$ cat src/rtl/clk_mon_pkg.sv
// Shared types for the divided-clock monitor: FSM states and fault codes.
package clk_mon_pkg;

    typedef enum logic [1:0] {
        IDLE  = 2'd0,
        ACQ   = 2'd1,
        LOCK  = 2'd2,
        FAULT = 2'd3
    } state_t;

    localparam logic [1:0] FC_NONE    = 2'b00;
    localparam logic [1:0] FC_TIMEOUT = 2'b01;
    localparam logic [1:0] FC_PERIOD  = 2'b10;
    localparam logic [1:0] FC_DUTY    = 2'b11;

endpackage

$ cat src/rtl/sync_edge_det.sv
// Two-flop synchroniser plus delay flop with registered rise/fall pulses.
// 'level' is aligned with the pulses: it is high in the cycle rise is high.
module sync_edge_det (
    input  logic clk,
    input  logic rst,
    input  logic d,
    output logic level,
    output logic rise,
    output logic fall
);

    logic s0, s1, s1_d;

    // NOTE: sequential state uses <= so every flop samples pre-edge values.
    always_ff @(posedge clk or negedge rst) begin
        if (!rst) begin
            s0   <= 1'b0;
            s1   <= 1'b0;
            s1_d <= 1'b0;
            rise <= 1'b0;
            fall <= 1'b0;
        end else begin
            s0   <= d;
            s1   <= s0;
            s1_d <= s1;
            rise <= s1 & ~s1_d;
            fall <= ~s1 & s1_d;
        end
    end

    assign level = s1_d;

endmodule

$ cat src/rtl/div_clk_monitor.sv
// Measures period and high time of a divided clock and tracks lock/fault.
module div_clk_monitor
    import clk_mon_pkg::*;
#(
    parameter int CNT_W      = 16,
    parameter int EXP_PERIOD = 8,
    parameter int PER_TOL    = 0,
    parameter int DUTY_TOL   = 0,
    parameter int LOCK_CNT   = 4,
    parameter int MAX_PERIOD = 64
) (
    input  logic             clk,
    input  logic             rst,
    input  logic             div_clk_in,
    input  logic             clr_fault,
    output logic [CNT_W-1:0] period,
    output logic [CNT_W-1:0] high_time,
    output logic             period_valid,
    output logic             locked,
    output logic             fault,
    output logic [1:0]       fault_code
);

    localparam int GW = $clog2(LOCK_CNT + 1);
    localparam logic [CNT_W-1:0] MAXP     = CNT_W'(MAX_PERIOD);
    localparam logic [CNT_W:0]   EXP_W    = (CNT_W+1)'(EXP_PERIOD);
    localparam logic [CNT_W:0]   PTOL_W   = (CNT_W+1)'(PER_TOL);
    localparam logic [CNT_W:0]   DTOL_W   = (CNT_W+1)'(DUTY_TOL);

    logic             lvl, rise, fall;
    logic [CNT_W-1:0] cnt, hcnt, hi_cap;
    logic [GW-1:0]    good_cnt, good_nxt;
    state_t           state, state_nxt;
    logic [1:0]       code_nxt;
    logic             capture, clear;
    logic [CNT_W:0]   cnt_w, two_hi, per_diff, duty_diff;
    logic             per_ok, duty_ok, timeout;

    sync_edge_det u_sync (
        .clk   (clk),
        .rst   (rst),
        .d     (div_clk_in),
        .level (lvl),
        .rise  (rise),
        .fall  (fall)
    );

    // Widened by one bit so 2*hi_cap and the differences cannot wrap.
    assign cnt_w     = {1'b0, cnt};
    assign two_hi    = {hi_cap, 1'b0};
    assign per_diff  = (cnt_w >= EXP_W) ? cnt_w - EXP_W : EXP_W - cnt_w;
    assign duty_diff = (two_hi >= cnt_w) ? two_hi - cnt_w : cnt_w - two_hi;
    assign per_ok    = (per_diff <= PTOL_W);
    assign duty_ok   = (duty_diff <= DTOL_W);
    assign timeout   = (cnt == MAXP);

    // NOTE: every output of this block gets a default first, so no latches.
    always_comb begin
        state_nxt = state;
        code_nxt  = fault_code;
        good_nxt  = good_cnt;
        capture   = 1'b0;
        clear     = 1'b0;
        unique case (state)
            IDLE: begin
                if (rise) begin
                    state_nxt = ACQ;
                    good_nxt  = '0;
                end else if (timeout) begin
                    state_nxt = FAULT;
                    code_nxt  = FC_TIMEOUT;
                end
            end
            ACQ: begin
                if (rise) begin
                    capture = 1'b1;
                    if (per_ok && duty_ok) begin
                        if (good_cnt == GW'(LOCK_CNT - 1)) begin
                            state_nxt = LOCK;
                            good_nxt  = GW'(LOCK_CNT);
                        end else begin
                            good_nxt = good_cnt + 1'b1;
                        end
                    end else begin
                        good_nxt = '0;
                    end
                end else if (timeout) begin
                    state_nxt = FAULT;
                    code_nxt  = FC_TIMEOUT;
                end
            end
            LOCK: begin
                if (rise) begin
                    capture = 1'b1;
                    if (!per_ok) begin
                        state_nxt = FAULT;
                        code_nxt  = FC_PERIOD;
                    end else if (!duty_ok) begin
                        state_nxt = FAULT;
                        code_nxt  = FC_DUTY;
                    end
                end else if (timeout) begin
                    state_nxt = FAULT;
                    code_nxt  = FC_TIMEOUT;
                end
            end
            FAULT: begin
                if (clr_fault) begin
                    state_nxt = IDLE;
                    code_nxt  = FC_NONE;
                    clear     = 1'b1;
                end
            end
            default: state_nxt = IDLE;
        endcase
    end

    always_ff @(posedge clk or negedge rst) begin
        if (!rst) begin
            state      <= IDLE;
            fault_code <= FC_NONE;
            good_cnt   <= '0;
            locked     <= 1'b0;
            fault      <= 1'b0;
        end else begin
            state      <= state_nxt;
            fault_code <= code_nxt;
            good_cnt   <= good_nxt;
            locked     <= (state_nxt == LOCK);
            fault      <= (state_nxt == FAULT);
        end
    end

    always_ff @(posedge clk or negedge rst) begin
        if (!rst) begin
            cnt    <= '0;
            hcnt   <= '0;
            hi_cap <= '0;
        end else begin
            if (clear)
                cnt <= '0;
            else if (rise)
                cnt <= CNT_W'(1);
            else if (cnt != MAXP)
                cnt <= cnt + 1'b1;

            if (rise)
                hcnt <= CNT_W'(1);
            else if (lvl && hcnt != MAXP)
                hcnt <= hcnt + 1'b1;

            if (fall)
                hi_cap <= hcnt;
        end
    end

    always_ff @(posedge clk or negedge rst) begin
        if (!rst) begin
            period       <= '0;
            high_time    <= '0;
            period_valid <= 1'b0;
        end else begin
            period_valid <= capture;
            if (capture) begin
                period    <= cnt;
                high_time <= hi_cap;
            end
        end
    end

endmodule

$ cat config.mk
export PLATFORM = sky130hd
export DESIGN_NAME = div_clk_monitor
export DESIGN_NICKNAME = d
export VERILOG_FILES = /design/src/rtl/clk_mon_pkg.sv /design/src/rtl/sync_edge_det.sv /design/src/rtl/div_clk_monitor.sv
export SDC_FILE = /design/constraint.sdc
export NUM_CORES = 1
export LEC_CHECK = 0
export CAP_MARGIN = 20
export CORE_MARGIN = 4
export CORE_UTILIZATION = 35
export CTS_BUF_LIST = sky130_fd_sc_hd__clkbuf_8
export CTS_CLUSTER_DIAMETER = 80
export DETAILED_ROUTE_END_ITERATION = 16
export SLEW_MARGIN = 15
export SYNTH_ARGS = -nofsm -noshare
export SYNTH_HDL_FRONTEND = slang
export SYNTH_SLANG_ARGS = --single-unit
$ cat constraint.sdc
create_clock -name clk -period 3.77 [get_ports clk]
set_clock_uncertainty 0.15 [all_clocks]
set_input_delay 0.5655 -clock clk [delete_from_list [all_inputs] [get_ports clk]]
set_output_delay 0.5655 -clock clk [all_outputs]
set_load 0.01 [all_outputs]
* Word-level counts from Yosys, hierarchy flattened *
Index checks and enable logic that the tools add are counted.

operators by class
  add/sub/neg operators = 7
  magnitude comparators = 4
  equal/unequal tests = 14
  mux-type cells = 33
  bitwise gates (word level) = 4
  reductions and logical operators = 10

operators with widths
  kind                   number
  $mux 16                5
  $le 17x1->1 const B    2
  $mux 17                2
  $add 16x1->16 const B  2
  $ne 16x7->1 const B    2
  $mux 2                 15
  $ge 17x16->1           1
  $sub 16x17->17         1
  $sub 16x4->17 const B  1
  $sub 17x16->17         1
  $sub 4x16->17 const A  1
  $eq 16x7->1 const B    1
  $ge 16x4->1 const B    1
  $mux 3                 4
  $eq 2x2->1 const B     4
  $pmux 2 s4             1
  $pmux 2 s3             1
  $pmux 3 s2             1
  $reduce_and 3->1       2
  $mux 1                 4
  $ne 2x1->1 const B     2
  $ne 2x2->1 const B     2
  $ne 4x4->1 const B     1
  $reduce_bool 2->1      2
  other kinds (9)        13

storage, ports and cells
  register bits after elaboration = 95
  output and inout bits = 37
  logic and storage cells = 88

* Longest topological paths before layout *
Gate-level depths: netlist (run 1).

  depth after elaboration = 8
  mapped depth = 15
  mapped depth without buffers = 13

* Modules after synthesis *
From an unflattened synthesis (run 1), not the netlist that was laid out.

second synthesis, totals
  cells, all modules = 722
  area, all modules = 6253.5 µm²

by module, submodules not included
  module           times used  cells each  area an instance (µm²)
  div_clk_monitor  1           715         6113.4
  sync_edge_det    1           7           140.1

* Worst setup path after synthesis (run 1) *
No wires, ideal clock.

  path kind = register to register
  from = register cnt[3]
  to = register fault_code[0]
  setup time = 125 ps
  arrival time = 3784 ps
  setup slack = -289 ps
  stages on the path, launching flop included = 15
  buffers on the path = 2
  cells stage by stage = dfrtp_1 clkbuf_1 inv_1 ha_1 buf_2 a211oi_2 a211oi_1 nor2_2 o21ai_2 or4b_1 o41a_1 or4_4 nor3_1 a311o_2 mux2_2

between the ends
  cells in the longest elaborated chain, start to end = 6
  elaborated cells on any way between the ends = 18

ends and longest elaborated chain
  element                                RTL line                RTL
  from (decl)                            div_clk_monitor.sv:31   logic [CNT_W-1:0] cnt, hcnt, hi_cap;
  from (signal assigned)                 div_clk_monitor.sv:145  cnt <= cnt + 1'b1;
  $sub 4x16->17 (tied with other cells)  div_clk_monitor.sv:51   assign per_diff = (cnt_w >= EXP_W) ? cnt_w - EXP_W : EXP_W - cnt_w;
  $mux 17                                div_clk_monitor.sv:51
  $le 17x1->1                            div_clk_monitor.sv:53   assign per_ok = (per_diff <= PTOL_W);
  $mux 2                                 div_clk_monitor.sv:95   if (!per_ok) begin
  $mux 2                                 div_clk_monitor.sv:93   if (rise) begin
  $pmux 2 s3                             div_clk_monitor.sv:64   unique case (state)
  to (signal assigned)                   div_clk_monitor.sv:127  fault_code <= code_nxt;
  to (decl)                              div_clk_monitor.sv:21   output logic [1:0] fault_code

Several ways; a longest one is shown, not always the timed one. The select of a mux whose other input is x is not followed.
A chain may end at the register's enable or synchronous reset.

* Final worst setup path (run 1) *
  from = register cnt[1]
  to = register fault_code[0]

Same word-level chain as after synthesis.

==> impl_metrics.tcl, run 1 <==
set metrics [dict create \
    regArea_um2 2380 \
    synth.area.mux_share_pct 1.73 \
    area_delta_synth_final_pct 27.2 \
    ys.flop_type "dfrtp_1" \
    postSynthAreaPerCell_um2 8.62 \
    fin_area_um2 7910 \
    fmax_ghz 0.260 \
    placed_area_um2 7530 \
    setup_viol 4 \
    min_path_type "primary input to async pin" \
    die_w_um 141 \
    grt_usage_pct 18.7 \
    synth_compound_area_share_pct 19.7 \
    slew_viol_final 0 \
    worst-path-buf-inv 2 \
    tightest_slew_ns 0.836 \
    cts_tree "yes" \
    drtIter0Drc 345 \
    startpoint_type "register" \
    path_depth 13 \
    port_buffers 40 \
    grt_pass1_wl_um 29400 \
    ant_nets 0 \
    leakagePower_nw 3.56 \
    grt_pass1_vias 5433 \
    htree_levels 3 \
    end_kind "register" \
    synthesis.area_um2 6220 \
    die_area_um2 20000 \
    layout_setup_ws_ns -0.0720 \
    reg2reg_to "fault_code[0]" \
    core_um2 17400 \
    post-route-period-util_pct 102 \
    synthDistinctLibCells 74 \
    violations "setup timing" \
    post_drt_wl_per_cell_um 17.0 \
    clkSlewWorstSetupHoldPaths_ns 0.10 \
    ys_seq_area_share_pct 38.2 \
    fillers 1710 \
    arrival_ns 3.97 \
    async_flop_share_pct 100 \
    worst-setup-path-type "register to register" \
    r2r_slack_ns -0.07 \
    vias_per_cell 5.25 \
    crit_fanout 3 \
    cts_buffers 9 \
    clock-sinks 95 \
    final_hold_viol_count 0 \
    remaining_drc_errors 0 \
    fin_nets 882 \
    synthXorXnorAreaFrac_pct 4.65 \
    synth_edf_count 0 \
    die_h_um 141 \
    ioPinCount 41 \
    power.density_nw_per_um2 625 \
    routabilityCongestion 0.951 \
    holdWs_ns 0.0847 \
    initial_core_util_pct 35.8 \
    wl_um 18100 \
    synthAdderAreaFrac_pct 8.98 \
    vias 5581 \
    first_pass_iters 5 \
    mostFrequentLayoutCell "dfrtp_1" \
    synth_top_family_by_area "simple AND/OR/NAND/NOR gates" \
    dpl.hpwl_um 14200 \
    ctsHoldBuffers 0 \
    required_ns 3.90 \
    clockBufferDepth 2 \
    diodes 0 \
    crit_slowest_cell "or4_4" \
    mostFrequentLayoutCells "95 x dfrtp_1, 93 x buf_4, 82 x nand2_1" \
    synthCells 721 \
    path_cells "inv_2 -> ha_4 -> fa_2 -> a211oi_4 -> buf_4 -> a211oi_1 -> o21ai_0 -> nand2_1 -> o41a_1 -> or4_4 -> nor3_4 -> a311o_2 -> mux2_4" \
    rsz0062_at_grt "yes" \
    clk_latency_ns 0.39 \
    ys_ff_latch 95 \
    crit_family "compound AO/OA/AOI/OAI gates" \
    yosysWarnings 0 \
    row_count 48 \
    rr_startpoint "cnt[1]" \
    max_stage_delay_ns 0.53 \
    gr-total-overflow 0 \
    r2r_cells 13 \
    period_needed_ns 3.84 \
    irDropWorstVdd_mv 0.371 \
    grt_max_degree 58 \
    multi_input_comb_area_um2 3680 \
    root_buffer "clkbuf_8" \
    antenna_found_initial 0 \
    startpoint "cnt[1]" \
    max_cap_viol_count 0 \
    pre_cts_ws_ns -0.179 \
    status "finished with violations" \
    synth_nets 769 \
    drive_gt1_share_pct 18.6 \
    synthSimpleGateAreaFrac_pct 21.3 \
    maxSlewHeadroom_pct 44.3 \
]
## worst register-to-register path, delay by kind of cell, from the launching register on
kind                       cells  cell delay, ns
and+or+nand+nor                3            0.82
DFF                            1            0.37
AOI/OAI and AO/OA              5            1.34
buffers and inverters          2            0.21
muxes                          1            0.30
adders and majority gates      2            0.55
## layout make-up
class	count	area share [%]
Clock buffer	11	1.92
Inverter	50	2.37
Sequential cell	95	30.1
Multi-Input combinational cell	542	46.5
Tap cell	225	3.56
Timing Repair Buffer	136	14.6
Clock inverter	5	1.01
## Yosys cell counts (3+ instances only)
| library cell | number | area [um2] |
|---|---|---|
| a211oi_1 | 9 | 67.6 |
| a21boi_0 | 4 | 30.0 |
| a21o_1 | 5 | 37.5 |
| a21oi_1 | 36 | 180 |
| a31oi_1 | 5 | 31.3 |
| and3_1 | 8 | 50.1 |
| and4_1 | 5 | 43.8 |
| buf_2 | 5 | 25.0 |
| clkbuf_1 | 27 | 101 |
| dfrtp_1 | 95 | 2380 |
| ha_1 | 43 | 538 |
| inv_1 | 50 | 188 |
| mux2_2 | 6 | 67.6 |
| mux2i_1 | 4 | 40.0 |
| nand2_1 | 83 | 312 |
| nand2b_1 | 7 | 43.8 |
| nand3_1 | 21 | 105 |
| nand3b_1 | 4 | 30.0 |
| nand4_1 | 10 | 62.6 |
| nor2_1 | 57 | 214 |
| nor2b_1 | 6 | 37.5 |
| nor3_1 | 16 | 80.1 |
| nor4_1 | 10 | 62.6 |
| nor4b_1 | 4 | 35.0 |
| o211ai_1 | 6 | 45.0 |
| o21a_1 | 10 | 75.1 |
| o21ai_0 | 76 | 380 |
| o21bai_1 | 6 | 45.0 |
| o22ai_1 | 3 | 18.8 |
| o311ai_0 | 3 | 26.3 |
| o31a_1 | 4 | 35.0 |
| or3_1 | 11 | 68.8 |
| xnor2_1 | 23 | 201 |
| xor2_1 | 10 | 87.6 |
## worst max-delay path by stage
stage / end / slack [ns]
after detailed placement: fault_code[0] / -0.18
final: fault_code[0] / -0.07
after floorplan: fault_code[0] / 0.003
after global routing: good_cnt[0] / -0.24
after global placement: fault_code[0] / -0.09
after CTS: fault_code[0] / -0.11
## routing by layer
layer | vias up | track usage (%) | part of all wire, %
li1 | 2775 | - | -
met1 | 2642 | 26.1 | 47
met2 | 129 | 28.7 | 45
met3 | 35 | 3.61 | 5.0
met4 | 0 | 7.04 | 3.0
met5 | - | 0 | 0
## per-stage QoR
| stage | setup TNS (ns) | utilization, % | power (mW) | instances |
|---|---|---|---|---|
| after global placement | -0.195 | 43.4 | 3.96 | 1044 |
| after global routing | -1.34 | 45.5 | 5.30 | 1064 |
| after floorplan | 0 | - | 2.97 | 721 |
| after CTS | -0.284 | 44.8 | 4.80 | 1061 |
| final | -0.254 | 45.5 | 4.94 | 1064 |
| after detailed placement | -0.654 | 43.4 | 3.96 | 1044 |
## sequential cells by signal, indices dropped and copies added, names as in the netlist
signal and flops:
period_valid 1, good_cnt 3, state 2, high_time 16, period 16, u_sync.s0 1, fault 1, hi_cap 16
locked 1, u_sync.level 1, u_sync.s1 1, hcnt 16, fault_code 2, u_sync.rise 1, u_sync.fall 1, cnt 16
## cell families after synthesis
group                      count (synthesis)
buffers and inverters                     84
AOI/OAI and AO/OA                        194
adders and majority gates                 44
muxes                                     10
DFF                                       95
and+or+nand+nor                          261
xor gates and xnor gates                  33
## power breakdown
part	total (mW)	leakage [nW]	internal [mW]	switching (mW)
registers	1.24	1.29	1.13	0.109
clock network	0.792	0.123	0.411	0.380
logic	2.91	2.15	1.41	1.50
total	4.94	3.56	2.95	1.99
## what timing repair did
action,in CTS,in global routing
buffers inserted,1,3
hold endpoints to repair,0,0
resized for setup,2,22
pin swaps,1,7
endpoints found under the setup margin,8,8
No activity file was read; power rests on OpenSTA's default activity.
==> run 2, diff against run 1 <==
DONT_BUFFER_PORTS = 1   (was not set)
REMOVE_ABC_BUFFERS = 1   (was not set)
==> impl_metrics.tcl, run 2 (synthesized netlist as in run 1, its figures left out) <==
set metrics [dict create \
    status "finished with violations" \
    violations "setup timing" \
    seq_power_share_pct 25.5 \
    fin_nets 852 \
    rr_startpoint "hi_cap[5]" \
    fin_area_um2 7680 \
    fillers 1716 \
    layout_setup_ws_ns -0.0238 \
    remaining_drc_errors 0 \
    worst-path-buf-inv 3 \
    path_cells "ha_4 -> buf_4 -> nand4_2 -> or2_4 -> o221a_1 -> o21ai_2 -> buf_4 -> mux2i_4 -> xnor2_2 -> or4b_4 -> buf_4 -> o41ai_4 -> o21a_2 -> a21boi_2" \
    reg2reg_to "locked" \
    crit_fanout 7 \
    die_h_um 141 \
    post-route-period-util_pct 101 \
    grt_max_degree 96 \
    leakagePower_nw 3.46 \
    irDropWorstVdd_mv 0.320 \
    first_pass_iters 5 \
    p_sw_share_pct 40.1 \
    clock-sinks 95 \
    cts_tree "yes" \
    htree_levels 3 \
    mostFrequentLayoutCell "buf_4" \
    vias 5547 \
    mostFrequentLayoutCells "103 x buf_4, 95 x dfrtp_1, 82 x nand2_1" \
    crit_slowest_cell "or4b_4" \
    ant_nets 0 \
    worst-setup-path-type "register to register" \
    core_um2 17400 \
    grt_usage_pct 18.1 \
    min_from "div_clk_in" \
    finalPower_mw 5.02 \
    root_buffer "clkbuf_8" \
    grt_pass1_wl_um 28800 \
    maxSlewHeadroom_pct 37.8 \
    drive_gt1_share_pct 22.1 \
    pwr-share-clk_pct 15.0 \
    initial_core_util_pct 35.8 \
    holdWs_ns 0.0470 \
    rsz0062_at_grt "yes" \
    post_drt_wl_per_cell_um 17.0 \
    power.density_nw_per_um2 654 \
    row_count 48 \
    min_path_cells 0 \
    hold_end "u_sync.s0" \
    max_cap_viol_count 0 \
    startpoint_type "register" \
    power_frac_comb_pct 59.5 \
    arrival_ns 3.95 \
    crit_family "compound AO/OA/AOI/OAI gates" \
    dpl.hpwl_um 13300 \
    min_path_type "primary input to register" \
    placed_area_um2 7100 \
    final_util_pct 44.2 \
    vias_per_cell 5.36 \
    drtIter0Drc 356 \
    r2r_cells 14 \
    die_area_um2 20000 \
    tightest_slew_ns 0.933 \
    gr-total-overflow 0 \
    area_delta_synth_final_pct 23.5 \
    pre_cts_ws_ns -0.418 \
    diodes 0 \
    antenna_found_initial 0 \
    required_ns 3.93 \
    period_needed_ns 3.79 \
    grt_pass1_vias 5361 \
    clk_latency_ns 0.38 \
    slew_viol_final 0 \
    die_w_um 141 \
    p_int_mw 3.01 \
    r2r_slack_ns -0.02 \
    ioPinCount 41 \
    max_stage_delay_ns 0.56 \
    fmax_ghz 0.264 \
    routabilityCongestion 0.934 \
    wl_um 17600 \
    end_kind "register" \
    power.switching_mw 2.01 \
    final_hold_viol_count 0 \
    setup_viol 3 \
    port_buffers 0 \
    clkSlewWorstSetupHoldPaths_ns 0.10 \
    cp_common_cell "buf_4" \
    cts_buffers 9 \
    clockBufferDepth 2 \
]
run 2: per-stage QoR:
stage | cells | setup TNS, ns
2_1_floorplan | 687 | -0.433
3_3_place_gp | 1011 | -1.64
3_5_place_dp | 1011 | -2.43
4_1_cts | 1032 | -0.694
5_1_grt | 1034 | -0.723
6_report | 1034 | -0.0614
run 2: worst max-delay path by stage:
stage	start	slack (ns)	end	depth (start not counted)
finish	hi_cap[5]	-0.02	locked	14
global route	hi_cap[0]	-0.19	locked	13
CTS	hi_cap[0]	-0.18	locked	13
detailed placement	cnt[1]	-0.42	fault_code[0]	13
global placement	cnt[1]	-0.33	fault_code[0]	13
floorplan	cnt[1]	-0.20	fault_code[0]	13
run 2: metal layers:
metal | vias to the layer above | track usage, % | wire [um]
li1 | 2711 | - | -
met1 | 2667 | 26.1 | 8360
met2 | 145 | 27.7 | 7890
met3 | 24 | 3.57 | 955
met4 | 0 | 4.74 | 369
met5 | - | 0 | 0
run 2: timing repair:
action | CTS | global route
pin swaps | 7 | 10
endpoints found under the setup margin | 8 | 8
setup buffers | 3 | 2
hold buffers | 2 | 0
gates resized for setup | 11 | 41
hold endpoints to repair | 95 | 0
run 2: power by group through the flow:
stage,combinational [mW],sequential (mW),clock (mW)
finish,2.99,1.28,0.754
detailed placement,2.52,1.30,0
CTS,2.65,1.28,0.783
floorplan,1.56,1.28,0
global route,3.29,1.30,0.819
global placement,2.50,1.30,0
run 2: cell type report:
cell class	count	area [um2]	area share, %
clock buffers	9	124	1.61
clock inverters	7	95.1	1.24
inverters	50	188	2.44
multi-input cells	542	3790	49.4
flip-flops and latches	95	2380	31.0
well taps	225	282	3.67
repair buffers	106	822	10.7
